<file path="config.mk">
export PLATFORM = sky130hd
export DESIGN_NAME = hazard_stall_ctrl
export DESIGN_NICKNAME = d
export VERILOG_FILES = /design/src/rtl/hazard_stall_ctrl.sv
export SDC_FILE = /design/constraint.sdc
export NUM_CORES = 1
export LEC_CHECK = 0
export CORE_UTILIZATION = 35
export CTS_BUF_LIST = sky130_fd_sc_hd__clkbuf_8
export DETAILED_ROUTE_END_ITERATION = 10
export GPL_TIMING_DRIVEN = 0
export SYNTH_ARGS = -nofsm -noshare
export SYNTH_HDL_FRONTEND = slang
export SYNTH_SLANG_ARGS = --single-unit
</file>
<file path="constraint.sdc">
create_clock -name clk -period 3.02 [get_ports clk]
set_clock_uncertainty 0.05 [all_clocks]
set_input_delay 0.302 -clock clk [delete_from_list [all_inputs] [get_ports clk]]
set_output_delay 0.302 -clock clk [all_outputs]
set_load 0.02 [all_outputs]
</file>
<file path="src/rtl/hazard_stall_ctrl.sv">
// hazard_stall_ctrl: pipeline sequencing controller for the 5-stage RISC-V core.
// Inserts one bubble per load-use hazard, freezes the pipe during data memory
// waits, flushes wrong-path instructions after a redirect, counts stall cycles
// and raises a sticky flag when a memory access waits too long.
module hazard_stall_ctrl #(
    parameter int FLUSH_CYCLES = 1,
    parameter int MEM_TIMEOUT  = 64,
    parameter int CNT_W        = 16
) (
    input  logic             clk,
    input  logic             reset,
    input  logic [6:0]       IF_ID_opcode_ip,
    input  logic [4:0]       IF_ID_rs1_ip,
    input  logic [4:0]       IF_ID_rs2_ip,
    input  logic             ID_EX_mem_read_ip,
    input  logic [4:0]       ID_EX_dest_ip,
    input  logic             branch_taken_ip,
    input  logic             dmem_req_ip,
    input  logic             dmem_ready_ip,
    output logic             pc_stall_op,
    output logic             if_id_stall_op,
    output logic             id_ex_bubble_op,
    output logic             if_id_flush_op,
    output logic             id_ex_flush_op,
    output logic             ex_mem_stall_op,
    output logic             mem_wb_bubble_op,
    output logic [CNT_W-1:0] stall_cnt_op,
    output logic             timeout_err_op
);

    localparam logic [6:0] OPC_LOAD   = 7'b0000011;
    localparam logic [6:0] OPC_OPIMM  = 7'b0010011;
    localparam logic [6:0] OPC_STORE  = 7'b0100011;
    localparam logic [6:0] OPC_OP     = 7'b0110011;
    localparam logic [6:0] OPC_BRANCH = 7'b1100011;
    localparam logic [6:0] OPC_JALR   = 7'b1100111;

    localparam int FC_W   = 2;
    localparam int WAIT_W = $clog2(MEM_TIMEOUT + 1);

    typedef enum logic [1:0] {
        RUN      = 2'd0,
        LU_STALL = 2'd1,
        MEM_WAIT = 2'd2,
        FLUSH    = 2'd3
    } state_t;

    state_t            state_q;
    state_t            w_stateNext;
    logic [FC_W-1:0]   r_flushCnt;
    logic [FC_W-1:0]   w_flushCntNext;
    logic [WAIT_W-1:0] r_waitCnt;

    logic w_rs1Used;
    logic w_rs2Used;
    logic w_loadUse;
    logic w_memWait;
    logic w_memStall;
    logic w_luStall;
    logic w_flush;

    // Which source registers the decode instruction actually reads
    always_comb begin
        w_rs1Used = 1'b0;
        w_rs2Used = 1'b0;
        case (IF_ID_opcode_ip)
            OPC_OP, OPC_STORE, OPC_BRANCH: begin
                w_rs1Used = 1'b1;
                w_rs2Used = 1'b1;
            end
            OPC_OPIMM, OPC_LOAD, OPC_JALR: begin
                w_rs1Used = 1'b1;
            end
            default: begin
                w_rs1Used = 1'b0;
                w_rs2Used = 1'b0;
            end
        endcase
    end

    assign w_loadUse = ID_EX_mem_read_ip && (ID_EX_dest_ip != 5'd0) &&
                       ((w_rs1Used && (IF_ID_rs1_ip == ID_EX_dest_ip)) ||
                        (w_rs2Used && (IF_ID_rs2_ip == ID_EX_dest_ip)));
    assign w_memWait = dmem_req_ip & ~dmem_ready_ip;

    // Next-state and action selection; memory wait beats redirect beats load-use
    always_comb begin
        w_stateNext    = state_q;
        w_flushCntNext = r_flushCnt;
        w_memStall     = 1'b0;
        w_luStall      = 1'b0;
        w_flush        = 1'b0;
        case (state_q)
            RUN, LU_STALL: begin
                if (w_memWait) begin
                    w_memStall  = 1'b1;
                    w_stateNext = MEM_WAIT;
                end else if (branch_taken_ip) begin
                    w_flush = 1'b1;
                    if (FLUSH_CYCLES > 1) begin
                        w_stateNext    = FLUSH;
                        w_flushCntNext = FC_W'(FLUSH_CYCLES - 1);
                    end else begin
                        w_stateNext = RUN;
                    end
                end else if ((state_q == RUN) && w_loadUse) begin
                    w_luStall   = 1'b1;
                    w_stateNext = LU_STALL;
                end else begin
                    w_stateNext = RUN;
                end
            end
            MEM_WAIT: begin
                if (!dmem_ready_ip) begin
                    w_memStall = 1'b1;
                end else begin
                    w_stateNext = RUN;
                end
            end
            FLUSH: begin
                if (w_memWait) begin
                    w_memStall     = 1'b1;
                    w_stateNext    = MEM_WAIT;
                    w_flushCntNext = '0;
                end else begin
                    w_flush        = 1'b1;
                    w_flushCntNext = r_flushCnt - FC_W'(1);
                    if (r_flushCnt == FC_W'(1)) begin
                        w_stateNext = RUN;
                    end
                end
            end
            default: begin
                w_stateNext = RUN;
            end
        endcase
    end

    assign pc_stall_op      = ~reset & (w_memStall | w_luStall);
    assign if_id_stall_op   = ~reset & (w_memStall | w_luStall);
    assign id_ex_bubble_op  = ~reset & w_luStall;
    assign if_id_flush_op   = ~reset & w_flush;
    assign id_ex_flush_op   = ~reset & w_flush;
    assign ex_mem_stall_op  = ~reset & w_memStall;
    assign mem_wb_bubble_op = ~reset & w_memStall;

    // FSM state and remaining-flush counter
    always_ff @(posedge clk) begin
        if (reset) begin
            state_q    <= RUN;
            r_flushCnt <= '0;
        end else begin
            state_q    <= w_stateNext;
            r_flushCnt <= w_flushCntNext;
        end
    end

    // Saturating count of cycles in which the PC was held
    always_ff @(posedge clk) begin
        if (reset) begin
            stall_cnt_op <= '0;
        end else if (pc_stall_op && (stall_cnt_op != {CNT_W{1'b1}})) begin
            stall_cnt_op <= stall_cnt_op + CNT_W'(1);
        end
    end

    // Length of the current memory-wait run and the sticky timeout flag it feeds
    always_ff @(posedge clk) begin
        if (reset) begin
            r_waitCnt      <= '0;
            timeout_err_op <= 1'b0;
        end else if (w_memStall) begin
            if (r_waitCnt != WAIT_W'(MEM_TIMEOUT)) begin
                r_waitCnt <= r_waitCnt + WAIT_W'(1);
            end
            if (r_waitCnt == WAIT_W'(MEM_TIMEOUT - 1)) begin
                timeout_err_op <= 1'b1;
            end
        end else begin
            r_waitCnt <= '0;
        end
    end

endmodule

</file>
==> results.sh <==
export IMPL_numCtsBuffers=3
export IMPL_power_total_mw=0.688
export IMPL_cpPeakStageDelay_ns=0.59
export IMPL_area_growth_pct=40.0
export IMPL_synth_adder_area_share_pct=3.15
export IMPL_synth_top_area_share_pct=35.3
export IMPL_drive_gt1_share_pct=8.20
export IMPL_synth_area_leaders="dfxtp_1, xor2_1, a21oi_1"
export IMPL_synth_top_family_by_area="simple AND/OR/NAND/NOR gates"
export IMPL_min_path_type="reg2reg"
export IMPL_place_area_um2=2160
export IMPL_start_util_pct=36.5
export IMPL_wl_um=3740
export IMPL_ys_seq_elements=28
export IMPL_antennaDiodeCount=0
export IMPL_cp_start_kind="primary input"
export IMPL_setup_tns_ns=0
export IMPL_synth_flop_cell="dfxtp_1"
export IMPL_synthSimpleGateAreaFrac_pct=28.1
export IMPL_outcome="finished, final reports clean"
export IMPL_path_cells="clkdlybuf4s50_1, nor2b_1, or2_4, nor4_4, a21oi_2, buf_4, inv_2, clkdlybuf4s50_1"
export IMPL_report_final_slew_viol_count=0
export IMPL_slowest_stage="clkdlybuf4s50_1"
export IMPL_maxCapViolations=0
export IMPL_antenna_found_initial=0
export IMPL_synth_most_common_cell="dfxtp_1"
export IMPL_fin_crit_sh_pct=97.0
export IMPL_clockBufferDepth=2
export IMPL_num_vias=1486
export IMPL_clkSlewWorstSetupHoldPaths_ns=0.09
export IMPL_ys_seq_area_share_pct=35.3
export IMPL_hold_viol=0
export IMPL_ys_top_cells_by_count="dfxtp_1, nor2_1, a21oi_1"
export IMPL_drt_wirelength_per_cell_um=12.6
export IMPL_drt_iter0_drc=51
export IMPL_io_buffers=51
export IMPL_final_area_um2=2220
export IMPL_max_slew_margin_pct=66.9
export IMPL_crit_family="buffers and inverters"
export IMPL_layout_area_seq_um2=561
export IMPL_post_place_ws_ns=-0.120
export IMPL_path_class="in2out"
export IMPL_multi_input_area_um2=943
export IMPL_path_buf_inv=4
export IMPL_fmax_ghz=0.341
export IMPL_vias_per_cell=5.02
export IMPL_syn_avg_cell_area_um2=8.41
export IMPL_synth_compound_area_share_pct=16.9
export IMPL_synth_xor_area_share_pct=9.37
export IMPL_grt_pass1_vias=1458
export IMPL_fp_dieW_um=69.4
export IMPL_leakage_nw=0.750
export IMPL_netlist_instances=189
export IMPL_h_tree_depth=1
export IMPL_synthMuxAreaShare_pct=1.26
export IMPL_clkLatencyLatePin_ns=0.27
export IMPL_num_fill_cells=411
export IMPL_grt_use_total_pct=16.6
export IMPL_overflow=0
export IMPL_grt_max_degree=15
export IMPL_ant_nets=0
export IMPL_critPathMaxFanout=10
export IMPL_ys_warn_count=0
export IMPL_die_h_um=69.4
export IMPL_rrSetupSlack_ns=0.65
export IMPL_tightest_slew_ns=0.496
export IMPL_final_nets=278
export IMPL_cts_tree="built"
export IMPL_fin_crit_ns=2.93
export IMPL_die_area_um2=4810
export IMPL_num_io_pins=52
export IMPL_cts_root_buf="clkbuf_8"
export IMPL_synth_nets=221
export IMPL_crit_required_ns=2.67
export IMPL_worstSetupEndpointType="output pin"
export IMPL_yosys_cell_types_count=44
export IMPL_grt_pass1_wl_um=6510
export IMPL_fin_ws_ns=0.0916
export IMPL_cts_sinks=28
export IMPL_vdd_drop_max_mv=0.207
export IMPL_num_rows=24
export IMPL_drc=0
export IMPL_gp_congestion=0.780
export IMPL_synth_edff_count=0
export IMPL_dp_hpwl_um=2870
export IMPL_first_pass_iters=5
export IMPL_arrival_ns=2.58
export IMPL_pwr_density_cell_nw_per_um2=309
export IMPL_crit_top_cell="clkdlybuf4s50_1"
export IMPL_fp_coreArea_um2=4350
export IMPL_rsz0062_at_grt="no"
export IMPL_setup_violations=0
export IMPL_synth_area_um2=1590
export IMPL_synth_area_leader_cell="dfxtp_1"
export IMPL_synthArstFlopShare_pct=0
worst paths after layout:
| path | startpoint | endpoint | cells after the start |
|---|---|---|---|
| min | timeout_err_op | timeout_err_op | 2 |
| max | dmem_ready_ip | if_id_stall_op | 8 |
| max reg2reg | stall_cnt_op[0] | stall_cnt_op[1] | 8 |
| min reg2reg | timeout_err_op | timeout_err_op | 2 |
placed cells by master, fill, tap and decap left out, types with 4 or more instances in the layout:
cell / count
o31ai_1: 9
ha_1: 4
dfxtp_1: 28
buf_4: 5
xor2_1: 12
o21ai_1: 6
xnor2_1: 5
inv_1: 11
a21oi_1: 17
nor2_1: 19
or3_1: 7
clkdlybuf4s50_1: 50
nand3_1: 8
or4_1: 8
nand2_1: 11
stage by stage:
step           util, %  hold slack [ns]  std cells
6_report          51.1            0.429        296
5_1_grt           51.1            0.467        296
4_1_cts           50.8            0.432        295
3_5_place_dp      49.7            0.411        292
3_3_place_gp      49.7            0.416        292
2_1_floorplan        -            0.426        189
cells by family (layout without fill, tap and decap cells):
kind of cell	count (synthesis)	in the layout
compound gates	41	41
xor+xnor	17	17
fa+ha+maj	4	4
buf+inv	20	75
flops	28	28
mux	2	2
simple gates	77	77
registers in the layout (all words and copies together), names as in the netlist:
name and cells:
stall_cnt_op 16, r_waitCnt 7, r_flushCnt 2, state_q 2, timeout_err_op 1
routing by layer:
layer  vias up  track usage, %  share of wire (%)  wire length (um)
met3         6            3.78                2.6                99
met1       672            21.0                 48              1800
li1        789               -                  -                 -
met4         0            6.35                1.6                61
met5         -               0                  0                 0
met2        19            27.5                 47              1780
worst register-to-register path, cell delays in order (launching register included):
cell	delay, ns
dfxtp_1	0.40
ha_1	0.21
nand3_1	0.13
or2_1	0.26
or3_4	0.43
a31oi_4	0.32
buf_6	0.20
mux2i_1	0.20
nor2_1	0.05
power by group:
group | total (mW) | internal (mW) | switching (mW) | leakage (nW)
registers | 0.375 | 0.372 | 0.00323 | 0.226
clock network | 0.203 | 0.0897 | 0.113 | 0.0216
logic | 0.110 | 0.0621 | 0.0483 | 0.503
repair_timing:
action | in CTS | in global routing
hold buffers | 0 | 0
pin swaps | 0 | 1
endpoints found under the hold margin | 0 | 0
setup buffers | 0 | 1
resized for setup | 4 | 1
setup endpoints to repair | 2 | 1
layout make-up:
cell class                 count  share of cell area [%]
tap                           52                    2.92
timing repair buffer          52                    23.2
multi-input combinational    141                    42.4
clock buffer                   3                    1.86
buffer                         8                    2.36
inverter                      12                    2.02
sequential                    28                    25.2
Note: power is estimated with default switching activity, not from simulation.
